<file path="src/rtl/shift_sequencer_pkg.sv">
// Shared ALU definitions used by the multi-bit shift sequencer:
// state encoding, shift directions and shift-unit function codes.
package shift_sequencer_pkg;

    localparam int unsigned WIDTH     = 16;
    localparam int unsigned AMT_WIDTH = 5;

    typedef enum logic [1:0] {
        ST_IDLE  = 2'd0,
        ST_RUN   = 2'd1,
        ST_DRAIN = 2'd2,
        ST_DONE  = 2'd3
    } state_t;

    localparam logic DIR_SHR = 1'b0;
    localparam logic DIR_SHL = 1'b1;

    localparam logic [1:0] FUNC_SHR = 2'b00;
    localparam logic [1:0] FUNC_SHL = 2'b01;

    // Map a shift direction onto the shift unit's function code.
    function automatic logic [1:0] su_func_of(input logic dir);
        return (dir == DIR_SHL) ? FUNC_SHL : FUNC_SHR;
    endfunction

endpackage

</file>
<file path="src/rtl/shift_sequencer.sv">
// Multi-bit shift controller: drives the ALU's single-bit shift unit once per
// cycle, feeding each registered result back, and returns the final value.
module shift_sequencer
    import shift_sequencer_pkg::*;
#(
    parameter int unsigned Width    = WIDTH,
    parameter int unsigned AmtWidth = AMT_WIDTH
) (
    input  logic                CLK,
    input  logic                RST,
    input  logic                CMD_VALID,
    output logic                CMD_READY,
    input  logic [Width-1:0]    CMD_OPERAND,
    input  logic                CMD_DIR,
    input  logic [AmtWidth-1:0] CMD_AMT,
    output logic                RES_VALID,
    input  logic                RES_READY,
    output logic [Width-1:0]    RESULT,
    output logic                RES_ERR,
    output logic [Width-1:0]    SU_A,
    output logic [Width-1:0]    SU_B,
    output logic [1:0]          SU_FUNC,
    output logic                SU_EN,
    input  logic [Width-1:0]    SU_OUT,
    input  logic                SU_FLAG
);

    localparam logic [AmtWidth-1:0] AMT_LIMIT = AmtWidth'(Width);
    localparam logic [AmtWidth-1:0] AMT_ONE   = AmtWidth'(1);

    state_t                state_q, state_d;
    logic [AmtWidth-1:0]   cnt_q, cnt_d;
    logic                  first_q, first_d;
    logic [Width-1:0]      op_q, op_d;
    logic                  dir_q, dir_d;
    logic [Width-1:0]      result_q, result_d;
    logic                  err_q, err_d;
    logic                  cmd_ready_q;
    logic                  res_valid_q;
    logic                  su_en_q;
    logic [1:0]            su_func_q;
    logic [Width-1:0]      su_a_c;
    logic                  cmd_accept_c;

    assign cmd_accept_c = CMD_VALID && cmd_ready_q;

    // Next-state, datapath next values and the shift-unit operand mux.
    always_comb begin
        state_d  = state_q;
        cnt_d    = cnt_q;
        first_d  = first_q;
        op_d     = op_q;
        dir_d    = dir_q;
        result_d = result_q;
        err_d    = err_q;
        su_a_c   = '0;

        case (state_q)
            ST_IDLE: begin
                if (cmd_accept_c) begin
                    op_d  = CMD_OPERAND;
                    dir_d = CMD_DIR;
                    err_d = 1'b0;
                    if (CMD_AMT == '0) begin
                        result_d = CMD_OPERAND;
                        state_d  = ST_DONE;
                    end else if (CMD_AMT >= AMT_LIMIT) begin
                        result_d = '0;
                        state_d  = ST_DONE;
                    end else begin
                        cnt_d   = CMD_AMT;
                        first_d = 1'b1;
                        state_d = ST_RUN;
                    end
                end
            end
            ST_RUN: begin
                su_a_c  = first_q ? op_q : SU_OUT;
                first_d = 1'b0;
                // A missing flag on any step after the first aborts the command.
                if (!first_q && !SU_FLAG) begin
                    result_d = '0;
                    err_d    = 1'b1;
                    cnt_d    = '0;
                    state_d  = ST_DONE;
                end else begin
                    cnt_d = cnt_q - AMT_ONE;
                    if (cnt_q == AMT_ONE) begin
                        state_d = ST_DRAIN;
                    end
                end
            end
            ST_DRAIN: begin
                if (!SU_FLAG) begin
                    result_d = '0;
                    err_d    = 1'b1;
                end else begin
                    result_d = SU_OUT;
                end
                state_d = ST_DONE;
            end
            ST_DONE: begin
                if (RES_READY && res_valid_q) begin
                    err_d   = 1'b0;
                    state_d = ST_IDLE;
                end
            end
            default: state_d = ST_IDLE;
        endcase
    end

    // State and registered outputs, decoded from the upcoming state.
    always_ff @(posedge CLK) begin
        if (!RST) begin
            state_q     <= ST_IDLE;
            cnt_q       <= '0;
            first_q     <= 1'b0;
            op_q        <= '0;
            dir_q       <= DIR_SHR;
            result_q    <= '0;
            err_q       <= 1'b0;
            cmd_ready_q <= 1'b0;
            res_valid_q <= 1'b0;
            su_en_q     <= 1'b0;
            su_func_q   <= FUNC_SHR;
        end else begin
            state_q     <= state_d;
            cnt_q       <= cnt_d;
            first_q     <= first_d;
            op_q        <= op_d;
            dir_q       <= dir_d;
            result_q    <= result_d;
            err_q       <= err_d;
            cmd_ready_q <= (state_d == ST_IDLE);
            res_valid_q <= (state_d == ST_DONE);
            su_en_q     <= (state_d == ST_RUN);
            su_func_q   <= su_func_of(dir_d);
        end
    end

    assign CMD_READY = cmd_ready_q;
    assign RES_VALID = res_valid_q;
    assign RESULT    = result_q;
    assign RES_ERR   = err_q;
    assign SU_A      = su_a_c;
    assign SU_B      = '0;
    assign SU_FUNC   = su_func_q;
    assign SU_EN     = su_en_q;

endmodule

</file>
<file path="config.mk">
export PLATFORM = sky130hd
export DESIGN_NAME = shift_sequencer
export DESIGN_NICKNAME = d
export VERILOG_FILES = /design/src/rtl/shift_sequencer_pkg.sv /design/src/rtl/shift_sequencer.sv
export SDC_FILE = /design/constraint.sdc
export NUM_CORES = 1
export LEC_CHECK = 0
export BUFFER_PORTS_ARGS = -buffer_cell sky130_fd_sc_hd__buf_2
export CORE_MARGIN = 2
export CORE_UTILIZATION = 45
export CTS_BUF_LIST = sky130_fd_sc_hd__clkbuf_16
export DETAILED_ROUTE_END_ITERATION = 7
export PLACE_DENSITY = 0.74
export SETUP_SLACK_MARGIN = 0.15
export SKIP_CTS_REPAIR_TIMING = 1
export SLEW_MARGIN = 20
export SYNTH_ARGS = -nofsm -noshare
export SYNTH_HDL_FRONTEND = slang
export SYNTH_SLANG_ARGS = --single-unit
</file>
<file path="constraint.sdc">
create_clock -name CLK -period 6.5 [get_ports CLK]
set_clock_uncertainty 0.1 [all_clocks]
set_input_delay 1.3 -clock CLK [delete_from_list [all_inputs] [get_ports CLK]]
set_output_delay 1.3 -clock CLK [all_outputs]
set_load 0.02 [all_outputs]
</file>
==> run_results.csv, run 1 <==
group,metric,value,unit
cells_and_area,nNetsFinal,412,
pwr,vdd_ir_drop_max,0.204,mV
pwr,leakagePower,1.25,nW
critical_path,worstSetupEndpoint,"SU_A[9]",
cells_and_area,drive_gt1_frac,0.303,
yosys,ys.flop_type,"dfxtp_1",
global_routing,globalRouteTotalUtil,0.200,
critical_path,cpMaxStageDelayCell,"inv_1",
critical_path,ff2ff_setup_slack,3.61,ns
yosys,synth_top_family_by_area,"compound AO/OA/AOI/OAI gates",
yosys,ys_types,40,
yosys,synth_mux_area_frac,0.0674,
clocking,cts_tree,"yes",
yosys,yosysTopAreaCell,"dfxtp_1",
pwr,switching_share,0.441,
drt,drtIter0Drc,151,
critical_path,r2r-end,"cnt_q[4]",
yosys,ys_ff_latch,45,
worst_hold_path,min_path_type,"register to register",
critical_path,path_max_fanout,22,
drt,drc,0,
critical_path,required,5.10,ns
yosys,ys_warn_count,0,
critical_path,startpoint_type,"register",
sta,fmax,290,MHz
die,rows,27,
sta,tns,0,ns
yosys,synth_commonest_cells,"45 x dfxtp_1, 39 x nor2_1, 37 x nand2_1",
sta,period_share,0.530,
sta,setup_viol,0,
yosys,synth.most_common_cell,"dfxtp_1",
cells_and_area,final_util,0.551,
yosys,yosys.area_share.simple,0.170,
cells_and_area,area_growth,19.5,%
critical_path,cp_slowest_stage_delay,0.59,ns
global_routing,grt_overflow,0,
critical_path,crit_top_cell,"inv_1",
drt,postRouteAntennaNets,0,
yosys,synth_edf_count,0,
clocking,cts_root_buffer,"clkbuf_16",
yosys,synth-xor-area-share,0,
yosys,synth-seq-area-share,0.357,
sta,maxSlewViolCount,0,
global_routing,antenna_found_initial,0,
pwr,power.total,1.30,mW
yosys,synth_fa_ha_area_frac,0.0347,
sta,period_needed,3.44,ns
critical_path,startpoint,"state_q[1]",
clocking,cts_buffer_depth,2,
drt,routedWlPerCell,14.2,µm
drt,vias,2340,
sta,relSlewSlack,0.271,
die,io_pins,97,
yosys,netlist_area,0.00252,mm²
critical_path,regToRegStartpoint,"state_q[0]",
sta,rsz0062_at_grt,"no",
place,io_buffers,79,
drt,viasPerCell,5.38,
yosys,synth_area_per_cell,8.50,µm²
global_routing,grt_first_pass_wirelength,10100,µm
yosys,synth_top_area_share,0.357,
pwr,internal_power,0.729,mW
critical_path,cp-end-kind,"primary output",
pwr,combPwrFrac,0.495,
clocking,clkTransAtPathRegs,0.07,ns
critical_path,crit_type,"register to primary output",
die,die_w,78.9,µm
cells_and_area,fill_cells,532,
yosys,async_reset_ff_frac,0,
yosys,synth_area_leaders,"dfxtp_1 36%, a211oi_2 6.9%, mux2i_1 6.7%",
clocking,h-tree-depth,2,
yosys,synth_compound_area_frac,0.263,
global_routing,grt_pass1_vias,2267,
yosys,synthCells,297,
die,core,0.00547,mm²
clocking,numCtsBuffers,5,
pwr,p_switching,0.574,mW
global_routing,grt_start_max_net_pins,38,
critical_path,crit_chain,"inv_1 -> ha_1 -> inv_1 -> nor2_1 -> buf_2",
job,drv_cap,0,
cells_and_area,antenna-diode-count,0,
critical_path,critical_path_arrival,2.04,ns
place,gp_congestion,0.841,
die,die-height,78.9,µm
status,outcome,"finished, final reports clean",
pwr,p_seq_frac,0.315,
drt,totalWireLength,6180,µm
pwr,clock_power_share,0.191,
critical_path,rr_worst_depth,6,
drt,first_pass_iters,4,
place,place_hpwl,4350,µm
die,fp.dieArea,0.00622,mm²
sta,hold_viol,0,
pwr,p_per_area,432,mW/mm²
die,initial_core_util,0.461,
clocking,clk_latency,0.27,ns
clocking,clock-sinks,45,
sta,worst_pin_slew,1.09,ns
==> critical path, delay by kind of cell, from the launching register on <==
| family | cells | cell delay [ns] |
|---|---|---|
| AND/OR/NAND/NOR | 1 | 0.12 |
| buffers and inverters | 3 | 0.88 |
| flip-flops | 1 | 0.46 |
| adder cells (fa/ha/maj) | 1 | 0.30 |
==> logic make-up after synthesis <==
family	Yosys count
AOI/OAI and AO/OA	81
and+or+nand+nor	98
muxes	17
other	1
adders and majority gates	7
DFF	45
buffers and inverters	48
==> worst min path at each step <==
| stage | slack [ns] | to | from | depth (start not counted) |
|---|---|---|---|---|
| 4_1_cts | 0.36 | op_q[3] | op_q[3] | 2 |
| 2_1_floorplan | 0.34 | op_q[0] | op_q[0] | 2 |
| 3_5_place_dp | 0.35 | op_q[3] | op_q[3] | 2 |
| 6_report | 0.36 | op_q[3] | op_q[3] | 2 |
| 3_3_place_gp | 0.34 | op_q[15] | op_q[15] | 2 |
| 5_1_grt | 0.37 | op_q[3] | op_q[3] | 2 |
==> through the flow <==
step | setup slack [ns] | instances | cell area [µm²] | hold WS (ns)
2_1_floorplan | 3.45 | 313 | 2580 | 0.336
6_report | 3.06 | 435 | 3020 | 0.358
4_1_cts | 2.92 | 435 | 3010 | 0.357
3_3_place_gp | 2.77 | 427 | 2860 | 0.343
3_5_place_dp | 2.68 | 427 | 2860 | 0.349
5_1_grt | 2.83 | 435 | 3020 | 0.372
==> final cells by class <==
type                    count  area [µm²]  area share
multi-input cells         220        1430       0.475
flip-flops and latches     45         901       0.299
repair buffers             81         410       0.136
clock buffers               5         125      0.0415
well taps                  72        90.1      0.0299
inverters                   9        33.8      0.0112
clock inverters             3        22.5     0.00747
==> flip-flops by register name, summed over array words and instances, names as in the netlist <==
signal and count:
RESULT 16, op_q 16, cnt_q 5, state_q 2
CMD_READY 1, RES_ERR 1, RES_VALID 1, SU_EN 1
dir_q 1, first_q 1
==> power by group through the flow <==
| stage | clock [mW] | sequential (mW) | combinational, mW |
|---|---|---|---|
| 3_5_place_dp | 0 | 0.415 | 0.640 |
| 2_1_floorplan | 0 | 0.458 | 0.452 |
| 3_3_place_gp | 0 | 0.413 | 0.626 |
| 5_1_grt | 0.267 | 0.421 | 0.713 |
| 6_report | 0.249 | 0.410 | 0.645 |
| 4_1_cts | 0.253 | 0.410 | 0.645 |
==> layout by cell type, fill, tap and decap left out, types with 3 or more instances in the layout <==
| master | Yosys | final |
|---|---|---|
| inv_1 | 9 | 9 |
| a32oi_1 | 16 | 16 |
| o21ai_0 | 4 | 4 |
| a21oi_1 | 22 | 22 |
| clkbuf_16 | 0 | 5 |
| mux2i_1 | 17 | 17 |
| nor3_1 | 4 | 4 |
| buf_2 | 2 | 79 |
| a211oi_2 | 14 | 14 |
| dfxtp_1 | 45 | 45 |
| a211oi_1 | 5 | 5 |
| ha_1 | 7 | 7 |
| nand3_1 | 5 | 5 |
| o21a_1 | 4 | 4 |
| nand2_1 | 37 | 37 |
| a21boi_0 | 4 | 4 |
| o211ai_1 | 3 | 3 |
| conb_1 | 1 | 17 |
| nor2_1 | 39 | 38 |
==> routing by layer <==
layer | share of wire | routed length (µm) | up-vias | track usage
li1 | - | - | 1151 | -
met3 | 0.073 | 454 | 13 | 0.0477
met4 | 0.020 | 125 | 0 | 0.0759
met2 | 0.48 | 2970 | 100 | 0.334
met1 | 0.43 | 2630 | 1076 | 0.251
met5 | 0 | 0 | - | 0
Power figures use the tool's default switching activity.
==> run 2, diff against run 1 <==
- clock period: 6.5 -> 3.6 ns (I/O delays scaled with it)
==> run 2 against run 1 <==
Compared with the run above: sequential power rose by 77%; first-iteration DRC count fell by 13%; power rose by 85%; core utilization rose by 0.87 points; via count fell by 1.1%; sequential share of layout area fell by 0.46 points.
==> run_results.csv, run 2 (synthesis results as in run 1) <==
group,metric,value,unit
status,outcome,"finished, final reports clean",
pwr,vdd_ir_drop_max,0.387,mV
pwr,internal_power,1.39,mW
clocking,cts_buffer_depth,2,
pwr,p_seq_frac,0.300,
sta,fmax,353,MHz
clocking,h-tree-depth,2,
sta,whs,0.351,ns
die,core,0.00547,mm²
clocking,numCtsBuffers,5,
cells_and_area,final_common_cell,"buf_2",
global_routing,globalRouteTotalUtil,0.200,
pwr,clock_power_share,0.210,
sta,maxSlewViolCount,0,
die,rows,27,
cells_and_area,final_cell_mix,"79 x buf_2, 45 x dfxtp_1, 39 x nor2_1, 37 x nand2_1, 22 x a21oi_1",
clocking,cts_tree,"yes",
clocking,clk_latency,0.28,ns
critical_path,required,2.78,ns
sta,setup_viol,0,
drt,drc,0,
critical_path,crit_type,"register to primary output",
sta,worst_pin_slew,0.748,ns
place,place_hpwl,4510,µm
critical_path,critical_path_arrival,2.02,ns
clocking,clkTransAtPathRegs,0.06,ns
pwr,p_per_area,788,mW/mm²
die,io_pins,97,
sta,period_share,0.788,
sta,hold_viol,0,
sta,period_needed,2.84,ns
cells_and_area,area_growth,21.4,%
pwr,combPwrFrac,0.490,
worst_hold_path,min_path_type,"register to register",
sta,relSlewSlack,0.501,
pwr,switching_share,0.423,
cells_and_area,final_util,0.560,
job,drv_cap,0,
pwr,p_switching,1.02,mW
clocking,cts_root_buffer,"clkbuf_16",
drt,vias,2314,
critical_path,cp-end-kind,"primary output",
global_routing,grt_overflow,0,
die,fp.dieArea,0.00622,mm²
cells_and_area,antenna-diode-count,0,
place,io_buffers,79,
drt,first_pass_iters,4,
cells_and_area,drive_gt1_frac,0.305,
drt,totalWireLength,6240,µm
drt,drtIter0Drc,132,
critical_path,startpoint_type,"register",
sta,tns,0,ns
global_routing,grt_pass1_vias,2120,
sta,rsz0062_at_grt,"no",
critical_path,path_max_fanout,22,
cells_and_area,nNetsFinal,416,
place,gp_congestion,0.826,
global_routing,antenna_found_initial,0,
die,die_w,78.9,µm
drt,postRouteAntennaNets,0,
clocking,clock-sinks,45,
drt,viasPerCell,5.27,
pwr,leakagePower,1.28,nW
die,initial_core_util,0.461,
global_routing,grt_start_max_net_pins,33,
drt,routedWlPerCell,14.2,µm
global_routing,grt_first_pass_wirelength,9920,µm
die,die-height,78.9,µm
## run 2: cell count changes in the layout (fill, tap and decap cells not counted), sizes merged
cell    before  now
bufinv       0    1
inv          9   10
clkinv       3    1
buf         81   85
## run 2: worst paths after layout
| path | startpoint | to | slack, ns | depth (start not counted) |
|---|---|---|---|---|
| max reg2reg | state_q[1] | cnt_q[4] | 1.21 | 6 |
| min | dir_q | dir_q | 0.35 | 2 |
| max | state_q[1] | SU_A[11] | 0.76 | 5 |
| min reg2reg | dir_q | dir_q | 0.35 | 2 |
## run 2: layout make-up
type	instances	area (µm²)
fill	526	2410
multi-input combinational	220	1430
sequential	45	901
timing repair buffer	85	440
clock buffer	5	125
tap	72	90.1
clock inverter	3	42.5
inverter	9	33.8
## run 2: layer usage
metal / vias to the layer above / track usage / part of all wire
li1: 1159 / - / -
met3: 9 / 0.0386 / 0.072
met1: 1057 / 0.260 / 0.43
met4: 0 / 0.0793 / 0.016
met5: - / 0 / 0
met2: 89 / 0.326 / 0.48
## run 2: through the flow
stage	cells	power (mW)	setup slack [ns]	cell area, µm²
floorplan	313	1.64	1.22	2580
global placement	431	1.89	0.852	2890
detailed placement	431	1.91	0.805	2890
CTS	439	2.43	0.750	3060
global route	439	2.58	0.587	3060
finish	439	2.42	0.764	3060
## run 2: worst max-delay path, cell delays in order (launching register included)
cell     delay (ns)
dfxtp_1        0.45
inv_1          0.10
ha_1           0.29
inv_1          0.59
nor2_1         0.12
buf_2          0.19
## run 2: power by group through the flow
stage | sequential (mW) | clock, mW | combinational (mW)
2_1_floorplan | 0.828 | 0 | 0.816
4_1_cts | 0.723 | 0.520 | 1.19
3_5_place_dp | 0.732 | 0 | 1.18
5_1_grt | 0.741 | 0.542 | 1.30
3_3_place_gp | 0.730 | 0 | 1.16
6_report | 0.724 | 0.508 | 1.18
==> run 3, diff against run 2 <==
- CORE_UTILIZATION: 45 -> 44
- PLACE_DENSITY: 0.74 -> 0.76
- clock period: 3.6 -> 2.55 ns (I/O delays scaled with it)
==> run 3 against run 2 <==
Compared with the run above: worst hold slack improved by 0.0035 ns; die area grew 2.2%; wire length grew 4.5%; first-iteration DRC count down 2.3%; combinational power rose by 48%; global-route usage up 0.31 points; worst setup slack worse by 0.44 ns; sequential share of layout area fell by 0.32 points; non-clock buffer count is 3 higher; critical path depth grew 1; register-to-register slack worse by 0.88 ns.
==> run_results.csv, run 3 (synthesis results as in run 1) <==
group,metric,value,unit
status,outcome,"finished, final reports clean",
cells_and_area,drive_gt1_frac,0.314,
drt,viasPerCell,5.44,
die,rows,27,
drt,first_pass_iters,4,
sta,rsz0062_at_grt,"no",
drt,drtIter0Drc,129,
cells_and_area,final_area,0.00310,mm²
place,io_buffers,79,
cells_and_area,fin_cells,442,
drt,vias,2404,
critical_path,path_max_fanout,17,
sta,relSlewSlack,0.554,
place,place_area,0.00293,mm²
cells_and_area,area_growth,22.7,%
cells_and_area,final_cell_mix,"79 x buf_2, 45 x dfxtp_1, 39 x nor2_1, 37 x nand2_1, 22 x a21oi_1",
place,place_hpwl,4720,µm
sta,setup_viol,0,
die,initial_core_util,0.458,
die,die-height,79.7,µm
critical_path,critical_path_arrival,1.62,ns
cells_and_area,final_common_cell,"buf_2",
critical_path,cp-end-kind,"primary output",
clocking,clock-sinks,45,
clocking,cts_tree,"yes",
worst_hold_path,min_path_type,"register to register",
place,gp_congestion,0.851,
global_routing,grt_overflow,0,
global_routing,antenna_found_initial,0,
sta,period_needed,2.23,ns
pwr,vdd_ir_drop_max,0.515,mV
sta,hold_viol,0,
sta,maxSlewViolCount,0,
sta,fmax,449,MHz
clocking,cts_buffer_depth,2,
critical_path,ff2ff_setup_slack,0.33,ns
die,core,0.00551,mm²
cells_and_area,antenna-diode-count,0,
die,fp.dieArea,0.00636,mm²
place,dp.cells,434,
drt,drt-met1-wl,2800,µm
drt,drc,0,
global_routing,globalRouteTotalUtil,0.203,
drt,postRouteAntennaNets,0,
sta,period_share,0.874,
global_routing,grt_start_max_net_pins,33,
sta,tns,0,ns
pwr,p_per_area,1130,mW/mm²
clocking,h-tree-depth,2,
critical_path,required,1.94,ns
drt,totalWireLength,6520,µm
job,drv_cap,0,
sta,whs,0.354,ns
sta,worst_pin_slew,0.670,ns
cells_and_area,nNetsFinal,419,
die,io_pins,97,
clocking,clkTransAtPathRegs,0.06,ns
global_routing,grt_pass1_vias,2197,
drt,wl_met2,3200,µm
critical_path,startpoint_type,"register",
clocking,cts_root_buffer,"clkbuf_16",
drt,wl_met3,447,µm
die,die_w,79.7,µm
drt,routedWlPerCell,14.7,µm
cells_and_area,final_util,0.562,
drt,dr.max_layer_used,"met4",
clocking,numCtsBuffers,5,
clocking,clk_latency,0.28,ns
global_routing,grt_first_pass_wirelength,10200,µm
pwr,leakagePower,1.30,nW
critical_path,crit_type,"register to primary output",
## run 3: worst paths after layout
kind / to / cells after the start / start
max reg2reg: RESULT[15] / 7 / state_q[1]
min: op_q[4] / 2 / op_q[4]
max: SU_A[11] / 6 / state_q[1]
min reg2reg: op_q[4] / 2 / op_q[4]
## run 3: critical path, cell delays in order (launching register included)
cell and delay, ns:
dfxtp_1 0.45, inv_1 0.11, ha_2 0.25, inv_2 0.15, buf_12 0.17, nor2_1 0.06
buf_2 0.15
## run 3: cell type report
class / count / area [µm²]
clock buffer: 5 / 125
clock inverter: 3 / 42.5
fill: 544 / 2410
inverter: 9 / 33.8
multi-input combinational: 220 / 1420
sequential: 45 / 901
tap: 72 / 90.1
timing repair buffer: 88 / 488
## run 3: stage by stage
stage / power [mW] / worst slack, ns
global placement: 2.73 / 0.320
global route: 3.73 / 0.157
floorplan: 2.32 / 0.380
CTS: 3.52 / 0.149
detailed placement: 2.78 / 0.270
finish: 3.51 / 0.322
## run 3: power by group
group | total (mW) | internal, mW | leakage (nW) | switching, mW
Combinational | 1.75 | 0.667 | 0.848 | 1.09
Sequential | 1.03 | 0.898 | 0.367 | 0.130
Clock | 0.726 | 0.460 | 0.0852 | 0.266
## run 3: routing by layer
| layer | track usage | vias up |
|---|---|---|
| met5 | 0 | - |
| met4 | 0.0492 | 0 |
| met3 | 0.0441 | 6 |
| met2 | 0.356 | 89 |
| met1 | 0.252 | 1138 |
| li1 | - | 1171 |
